## src/rtl/ffd_sync_bank_pkg.sv

```systemverilog
// Shared constants and helpers for the ffd_sync_bank input conditioner.
// RESET_VAL convention: a single bit replicated into every per-channel flop on reset.
package ffd_sync_bank_pkg;

  localparam int   DEF_WIDTH     = 8;
  localparam int   DEF_STAGES    = 2;
  localparam int   DEF_DB_CYCLES = 4;
  localparam logic DEF_RESET_VAL = 1'b0;

  typedef struct packed {
    logic q;
    logic rise;
    logic fall;
  } chan_out_t;

  // Counter must hold 0..D; never narrower than one bit.
  function automatic int cnt_width(input int d);
    if (d < 1) return 1;
    return $clog2(d + 1);
  endfunction

endpackage

```

## src/rtl/ffd_sync_bank_if.sv

```systemverilog
// Raw inputs, capture enable and conditioned outputs of the ffd_sync_bank.
interface ffd_sync_bank_if #(
  parameter int WIDTH = 8
);

  logic [WIDTH-1:0] datos;
  logic             enable;
  logic [WIDTH-1:0] q_out;
  logic [WIDTH-1:0] rise;
  logic [WIDTH-1:0] fall;
  logic             changed;

  modport master (
    output datos,
    output enable,
    input  q_out,
    input  rise,
    input  fall,
    input  changed
  );

  modport slave (
    input  datos,
    input  enable,
    output q_out,
    output rise,
    output fall,
    output changed
  );

endinterface

```

## src/rtl/ffd_sync_bit.sv

```systemverilog
// One channel: synchronizer chain, optional debounce filter, enable-gated hold
// register and registered rise/fall pulse generation.
module ffd_sync_bit
  import ffd_sync_bank_pkg::*;
#(
  parameter int   STAGES    = DEF_STAGES,
  parameter int   DB_CYCLES = DEF_DB_CYCLES,
  parameter logic RESET_VAL = DEF_RESET_VAL
) (
  input  logic      clk,
  input  logic      reset,
  input  logic      din,
  input  logic      enable,
  output chan_out_t chan
);

  logic [STAGES-1:0] sync_q, sync_d;
  logic              stable_q, stable_d;
  logic              q_q, q_d;
  logic              rise_q, rise_d;
  logic              fall_q, fall_d;
  logic              s;

  // Sync chain shifts every cycle regardless of enable.
  always_comb begin
    sync_d = {sync_q[STAGES-2:0], din};
  end

  assign s = sync_q[STAGES-1];

  generate
    if (DB_CYCLES == 0) begin : g_no_db
      always_comb begin
        stable_d = s;
      end
    end else begin : g_db
      localparam int CW = cnt_width(DB_CYCLES);
      logic [CW-1:0] cnt_q, cnt_d;

      // Any cycle where s matches stable restarts the persistence count.
      always_comb begin
        cnt_d    = '0;
        stable_d = stable_q;
        if (s != stable_q) begin
          if (cnt_q == CW'(DB_CYCLES - 1)) begin
            stable_d = s;
          end else begin
            cnt_d = cnt_q + CW'(1);
          end
        end
      end

      always_ff @(posedge clk) begin
        if (reset) begin
          cnt_q <= '0;
        end else begin
          cnt_q <= cnt_d;
        end
      end
    end
  endgenerate

  always_comb begin
    q_d    = q_q;
    rise_d = 1'b0;
    fall_d = 1'b0;
    if (enable) begin
      q_d    = stable_q;
      rise_d = stable_q & ~q_q;
      fall_d = ~stable_q & q_q;
    end
  end

  always_ff @(posedge clk) begin
    if (reset) begin
      sync_q   <= {STAGES{RESET_VAL}};
      stable_q <= RESET_VAL;
      q_q      <= RESET_VAL;
      rise_q   <= 1'b0;
      fall_q   <= 1'b0;
    end else begin
      sync_q   <= sync_d;
      stable_q <= stable_d;
      q_q      <= q_d;
      rise_q   <= rise_d;
      fall_q   <= fall_d;
    end
  end

  assign chan.q    = q_q;
  assign chan.rise = rise_q;
  assign chan.fall = fall_q;

endmodule

```

## src/rtl/ffd_sync_bank.sv

```systemverilog
// WIDTH independent conditioned channels; changed flags any edge pulse this cycle.
module ffd_sync_bank
  import ffd_sync_bank_pkg::*;
#(
  parameter int   WIDTH     = DEF_WIDTH,
  parameter int   STAGES    = DEF_STAGES,
  parameter int   DB_CYCLES = DEF_DB_CYCLES,
  parameter logic RESET_VAL = DEF_RESET_VAL
) (
  input  logic             clk,
  input  logic             reset,
  ffd_sync_bank_if.slave   bus
);

  chan_out_t        ch [WIDTH];
  logic [WIDTH-1:0] q_vec;
  logic [WIDTH-1:0] rise_vec;
  logic [WIDTH-1:0] fall_vec;

  generate
    for (genvar i = 0; i < WIDTH; i++) begin : g_ch
      ffd_sync_bit #(
        .STAGES    (STAGES),
        .DB_CYCLES (DB_CYCLES),
        .RESET_VAL (RESET_VAL)
      ) u_bit (
        .clk    (clk),
        .reset  (reset),
        .din    (bus.datos[i]),
        .enable (bus.enable),
        .chan   (ch[i])
      );

      assign q_vec[i]    = ch[i].q;
      assign rise_vec[i] = ch[i].rise;
      assign fall_vec[i] = ch[i].fall;
    end
  endgenerate

  assign bus.q_out   = q_vec;
  assign bus.rise    = rise_vec;
  assign bus.fall    = fall_vec;
  assign bus.changed = |(rise_vec | fall_vec);

endmodule

```

## src/flat_wrapper.sv

```systemverilog
// flat-port wrapper written by rule: the top's interface ports become plain ports
module ffd_sync_bank_flat import ffd_sync_bank_pkg::*;
#(
  parameter int   WIDTH     = DEF_WIDTH,
  parameter int   STAGES    = DEF_STAGES,
  parameter int   DB_CYCLES = DEF_DB_CYCLES,
  parameter logic RESET_VAL = DEF_RESET_VAL
)
  (clk, reset, bus_datos, bus_enable, bus_q_out, bus_rise, bus_fall, bus_changed);
  ffd_sync_bank_if #(.WIDTH(WIDTH)) bus_i ();
  input  logic clk;
  input  logic reset;
  input wire logic [$bits(bus_i.datos)-1:0] bus_datos;
  input wire logic [$bits(bus_i.enable)-1:0] bus_enable;
  output wire logic [$bits(bus_i.q_out)-1:0] bus_q_out;
  output wire logic [$bits(bus_i.rise)-1:0] bus_rise;
  output wire logic [$bits(bus_i.fall)-1:0] bus_fall;
  output wire logic [$bits(bus_i.changed)-1:0] bus_changed;
  assign bus_i.datos = bus_datos;
  assign bus_i.enable = bus_enable;
  assign bus_q_out = bus_i.q_out;
  assign bus_rise = bus_i.rise;
  assign bus_fall = bus_i.fall;
  assign bus_changed = bus_i.changed;
  ffd_sync_bank #(.WIDTH(WIDTH), .STAGES(STAGES), .DB_CYCLES(DB_CYCLES), .RESET_VAL(RESET_VAL)) u_core (.clk(clk), .reset(reset), .bus(bus_i));
endmodule
```

## config.mk

```make
export PLATFORM = sky130hd
export DESIGN_NAME = ffd_sync_bank_flat
export DESIGN_NICKNAME = d
export VERILOG_FILES = /design/src/rtl/ffd_sync_bank_pkg.sv /design/src/rtl/ffd_sync_bank_if.sv /design/src/rtl/ffd_sync_bit.sv /design/src/rtl/ffd_sync_bank.sv /design/src/flat_wrapper.sv
export SDC_FILE = /design/constraint.sdc
export NUM_CORES = 1
export LEC_CHECK = 0
export ABC_AREA = 1
export BUFFER_PORTS_ARGS = -buffer_cell sky130_fd_sc_hd__buf_4
export CAP_MARGIN = 20
export CORE_AREA = 2 2 74 76
export DETAILED_ROUTE_END_ITERATION = 8
export DIE_AREA = 0 0 76 78
export PLACE_DENSITY = 0.75
export SLEW_MARGIN = 20
export SYNTH_ARGS = -nofsm -noshare
export SYNTH_HDL_FRONTEND = slang
export SYNTH_SLANG_ARGS = --single-unit
```

## constraint.sdc

```tcl
create_clock -name clk -period 1.3 [get_ports clk]
set_input_delay 0 -clock clk [delete_from_list [all_inputs] [get_ports clk]]
set_output_delay 0 -clock clk [all_outputs]
set_load 0.01 [all_outputs]
```

==> results_dict.tcl, run 1 <==
set metrics [dict create \
    crit_fanout 3 \
    yosysTopAreaCell "dfxtp_1" \
    cts_setup_buffers 0 \
    drtIter0Drc 54 \
    grt.met1_usage 0.160 \
    crit_family "adder cells" \
    gp_congestion 0.706 \
    cts_tree "done" \
    finalHoldViolCount 0 \
    synthCells 311 \
    grt_usage 0.145 \
    cts.sinks 72 \
    max_stage_delay_ns 0.32 \
    cp-start-kind "register" \
    grt_overflow 0 \
    io_buffers 35 \
    grt_max_degree 23 \
    io_pins 36 \
    via_per_inst 4.44 \
    clock_latency_ns 0.33 \
    die_y_um 78 \
    synthToLayoutAreaGrowth_pct 14.0 \
    grt_busiest_layer "met2" \
    layout_min_cycle_time_ns 1.17 \
    synth-xor-area-share 0 \
    ant_nets 0 \
    worstMarginPinSlew_ns 0.276 \
    max-cap-violations 0 \
    ir_worst_vdd_v 0.000665 \
    grt_pass1_wl_um 6870 \
    drv_slew 0 \
    synth.net_count 338 \
    routed_wl_um 3860 \
    drc 0 \
    synthSimpleGateAreaFrac 0.181 \
    fmax_mhz 855 \
    rsz0062_at_grt "no" \
    synthTopCellsByArea "dfxtp_1, nor2_1, ha_1" \
    yosys-top-cells-count "dfxtp_1, nor2_1, inv_1, nand2_1, buf_4" \
    die_x_um 76 \
    hold_class "in -> reg" \
    crit_chain "ha_1 -> ha_1 -> nor2_1 -> nand3_1 -> nor2_1" \
    wire_per_inst_um 9.38 \
    synth_warnings 0 \
    path_class "reg -> reg" \
    synth_most_common_cell "dfxtp_1" \
    use_met2 0.247 \
    synth_top_family_by_area "simple AND/OR/NAND/NOR gates" \
    cts_buffer_depth 2 \
    gr-usage-met3 0.0558 \
    synth_top_area_frac 0.526 \
    synth.area.mux_share 0 \
    synth_fa_ha_area_frac 0.0730 \
    synth_area_per_cell_um2 8.81 \
    final_layout_size_suffix_gt1_frac 0.184 \
    ys_types 18 \
    cts_max_level 3 \
    synth-async-reset-ratio 0 \
    dr.pass1.iters 4 \
    synth_compound_area_frac 0.0612 \
    worstPathArrival_ns 1.44 \
    cts_root_buf "clkbuf_8" \
    antennaDiodeCount 0 \
    coreArea_mm2 0.00504 \
    worstPathRequired_ns 1.57 \
    fin_tns_setup_ns 0 \
    grt_pass1_vias 1663 \
    ys_seq_elements 72 \
    crit_slowest_cell "dfxtp_1" \
    status "finished, final reports clean" \
    start_util 0.544 \
    synth_area_mm2 0.00274 \
    post-route-period-util 0.899 \
    skew_ns 0.00618 \
    p_leak_nw 1.43 \
    antenna_found_initial 0 \
    powerDensity_mw_per_mm2 1300 \
    cts_made_buffers 9 \
    setup_violations 0 \
    fill_cells 442 \
    ys_seq_area_frac 0.526 \
    synth_edf_count 0 \
    final_nets 364 \
    ys.flop_type "dfxtp_1" \
    relSlewSlack 0.816 \
    rows 26 \
    vias 1830 \
    dp_hpwl_um 2750 \
    critPathBufInv 0 \
    clk_pin_slew_ns 0.07 \
    crit_path_end_kind "register" \
    power.total_mw 4.07 \
    die_area_mm2 0.00593 \
]
==> area by class of cell <==
class / instances / area (µm²) / area share
clock buffers: 13 / 169 / 0.0540
clock inverters: 3 / 15.0 / 0.00480
inverters: 49 / 189 / 0.0604
multi-input cells: 160 / 863 / 0.276
flip-flops and latches: 72 / 1440 / 0.461
well taps: 70 / 87.6 / 0.0280
repair buffers: 45 / 360 / 0.115
==> path summary, 6_finish.rpt <==
check | start | end | slack, ns | cells after the start
worst min-delay path | reset | u_core.g_ch[0].u_bit.sync_q[1] | 0.02 | 2
worst min register to register | u_core.g_ch[6].u_bit.sync_q[0] | u_core.g_ch[6].u_bit.sync_q[1] | 0.40 | 2
worst max register to register | u_core.g_ch[5].u_bit.g_db.cnt_q[0] | u_core.g_ch[5].u_bit.g_db.cnt_q[0] | 0.13 | 5
worst max-delay path | u_core.g_ch[5].u_bit.g_db.cnt_q[0] | u_core.g_ch[5].u_bit.g_db.cnt_q[0] | 0.13 | 5
==> where the power goes <==
group	switching [mW]	internal, mW	leakage, nW
sequential	0.0268	2.25	0.586
clock	0.736	0.840	0.0992
combinational	0.110	0.103	0.740
==> metal layers <==
| metal | vias up | share of wire |
|---|---|---|
| met1 | 799 | 0.47 |
| met3 | 9 | 0.051 |
| met2 | 38 | 0.46 |
| met4 | 0 | 0.021 |
| li1 | 984 | - |
| met5 | - | 0 |
==> worst reg2reg max path: cells and delay by family, from the launching register on <==
family        cells  cell delay [ns]
fa+ha+maj         2             0.43
flops             1             0.32
simple gates      3             0.36
==> layout by cell type, fill, tap and decap left out, drive strengths merged <==
master,netlist,routed
a21oi,16,16
nor2,66,66
nor3,8,8
clkbuf,0,13
o21ai,16,16
nand2,30,30
clkinv,0,3
ha,16,16
nand3,8,8
dlygate4sd3,0,9
inv,49,49
dfxtp,72,72
buf,30,36
==> registers in the layout (all words and copies together), names as in the netlist <==
signal and flops:
u_core.g_ch.u_bit.fall_q 8, u_core.g_ch.u_bit.rise_q 8, u_core.g_ch.u_bit.sync_q 16, u_core.g_ch.u_bit.stable_q 8, u_core.g_ch.u_bit.g_db.cnt_q 24, u_core.g_ch.u_bit.q_q 8
==> logic make-up after synthesis <==
group                    after synthesis
AO/OA/AOI/OAI                         32
adder cells (fa/ha/maj)               16
flip-flops                            72
buffers and inverters                 79
AND/OR/NAND/NOR                      112
==> repair_timing <==
| action | 4_1_cts | 5_1_grt |
|---|---|---|
| resized for setup | 0 | 0 |
| hold endpoints to repair | 16 | 0 |
| endpoints found under the setup margin | 0 | 0 |
| hold buffers | 9 | 0 |
==> through the flow <==
| step | cell area (µm²) | worst slack [ns] | hold slack, ns | util | instances |
|---|---|---|---|---|---|
| after floorplan | 2740 | 0.259 | 0.107 | - | 311 |
| after global placement | 2850 | 0.197 | 0.206 | 0.566 | 387 |
| after detailed placement | 2850 | 0.152 | 0.205 | 0.566 | 387 |
| after CTS | 3130 | 0.107 | 0.0110 | 0.620 | 412 |
| after global routing | 3130 | 0.0163 | 0.0230 | 0.620 | 412 |
| final | 3130 | 0.131 | 0.0237 | 0.620 | 412 |
No activity file was read; power rests on OpenSTA's default activity.
==> inputs of run 2 (changes only) <==
--- a/config.mk
+++ b/config.mk
@@ -8,10 +8,12 @@
 export ABC_AREA = 1
 export BUFFER_PORTS_ARGS = -buffer_cell sky130_fd_sc_hd__buf_4
 export CAP_MARGIN = 20
-export CORE_AREA = 2 2 74 76
+export CELL_PAD_IN_SITES_DETAIL_PLACEMENT = 2
+export CELL_PAD_IN_SITES_GLOBAL_PLACEMENT = 2
+export CORE_AREA = 2 2 93 95
 export DETAILED_ROUTE_END_ITERATION = 8
-export DIE_AREA = 0 0 76 78
-export PLACE_DENSITY = 0.75
+export DIE_AREA = 0 0 95 97
+export PLACE_DENSITY_LB_ADDON = 0.1
 export SLEW_MARGIN = 20
 export SYNTH_ARGS = -nofsm -noshare
 export SYNTH_HDL_FRONTEND = slang
==> results_dict.tcl, run 2 (synthesis gave the netlist of run 1 again) <==
set metrics [dict create \
    cts_max_level 3 \
    drc 0 \
    placedCellCount 422 \
    p_leak_nw 1.44 \
    cts_tree "done" \
    gp_congestion 0.675 \
    setup_violations 0 \
    drv_slew 0 \
    max-cap-violations 0 \
    antennaDiodeCount 0 \
    ant_nets 0 \
    final_cell_mix "dfxtp_1, nor2_1, inv_1" \
    finalHoldViolCount 0 \
    die_x_um 95 \
    largest_reg_flops 24 \
    coreArea_mm2 0.00813 \
    die_y_um 97 \
    final_nets 365 \
    cts_made_buffers 9 \
    worstPathArrival_ns 1.48 \
    crit_fanout 3 \
    clk_pin_slew_ns 0.07 \
    ir_worst_vdd_v 0.000594 \
    routed_wl_um 5010 \
    die_area_mm2 0.00922 \
    fin_cells 448 \
    power.total_mw 4.43 \
    cp-start-kind "register" \
    top_register "u_core.g_ch.u_bit.g_db.cnt_q" \
    rows 33 \
    hold_class "in -> reg" \
    path_class "reg -> reg" \
    relSlewSlack 0.841 \
    powerDensity_mw_per_mm2 1380 \
    layout_min_cycle_time_ns 1.22 \
    io_pins 36 \
    design_area_mm2 0.00322 \
    cts_setup_buffers 0 \
    place_area_mm2 0.00290 \
    grt_pass1_wl_um 8740 \
    wire_per_inst_um 11.2 \
    cts_root_buf "clkbuf_8" \
    cts.sinks 72 \
    drtIter0Drc 22 \
    fmax_mhz 822 \
    grt_pass1_vias 1988 \
    worstPathRequired_ns 1.57 \
    dr.pass1.iters 4 \
    fill_cells 913 \
    worstMarginPinSlew_ns 0.238 \
    dp_hpwl_um 3710 \
    final_common_cell "dfxtp_1" \
    final_layout_size_suffix_gt1_frac 0.190 \
    io_buffers 35 \
    synthToLayoutAreaGrowth_pct 17.5 \
    antenna_found_initial 0 \
    fin_tns_setup_ns 0 \
    rsz0062_at_grt "no" \
    status "finished, final reports clean" \
    vias 1932 \
    via_per_inst 4.31 \
    grt_overflow 0 \
    grt_usage 0.121 \
    start_util 0.337 \
    skew_ns 0.00732 \
    clock_latency_ns 0.34 \
    crit_path_end_kind "register" \
    grt_max_degree 18 \
    cts_buffer_depth 2 \
    top_regs "u_core.g_ch.u_bit.g_db.cnt_q: 24 flops, u_core.g_ch.u_bit.sync_q: 16 flops" \
    post-route-period-util 0.936 \
    final_core_util 0.396 \
]
[run 2: routing by layer]
metal	global-route usage	up-vias	routed length, µm
met1	0.145	900	2340
met4	0.0569	0	108
li1	-	983	-
met5	0	-	0
met2	0.195	40	2310
met3	0.0374	9	256
[run 2: final timing paths]
path / startpoint / to / slack (ns) / depth (start not counted)
worst max-delay path: u_core.g_ch[2].u_bit.g_db.cnt_q[0] / u_core.g_ch[2].u_bit.g_db.cnt_q[0] / 0.08 / 5
worst min-delay path: bus_datos[3] / u_core.g_ch[3].u_bit.sync_q[0] / 0.40 / 4
worst max register to register: u_core.g_ch[2].u_bit.g_db.cnt_q[0] / u_core.g_ch[2].u_bit.g_db.cnt_q[0] / 0.08 / 5
worst min register to register: u_core.g_ch[1].u_bit.sync_q[0] / u_core.g_ch[1].u_bit.sync_q[1] / 0.41 / 2
[run 2: metrics by stage]
step           worst slack (ns)  hold slack (ns)
4_1_cts                  0.0602            0.385
2_1_floorplan             0.259            0.107
3_3_place_gp              0.185            0.202
3_5_place_dp              0.116            0.209
5_1_grt                 0.00706            0.421
6_report                 0.0832            0.401
[run 2: cell type report]
| cell class | instances | area (µm²) | area share |
|---|---|---|---|
| Clock inverter | 6 | 82.6 | 0.0256 |
| Sequential cell | 72 | 1440 | 0.448 |
| Multi-Input combinational cell | 160 | 868 | 0.270 |
| Tap cell | 105 | 131 | 0.0408 |
| Timing Repair Buffer | 46 | 370 | 0.115 |
| Clock buffer | 10 | 138 | 0.0427 |
| Inverter | 49 | 189 | 0.0587 |
[run 2: repair_timing]
action,CTS,global route
hold endpoints to repair,17,0
hold buffers,10,0
setup endpoints to repair,0,1
resized for setup,0,1
[run 2: report_power, final]
part	internal [mW]	leakage (nW)	switching (mW)
combinational	0.105	0.745	0.117
clock	1.12	0.112	0.806
sequential	2.25	0.586	0.0279
[run 2: worst max-delay path: stages (launching register included)]
cell and delay [ns]:
dfxtp_1 0.33, ha_1 0.21, ha_1 0.26, nor2_4 0.12, nand3_2 0.11, nor2_1 0.12
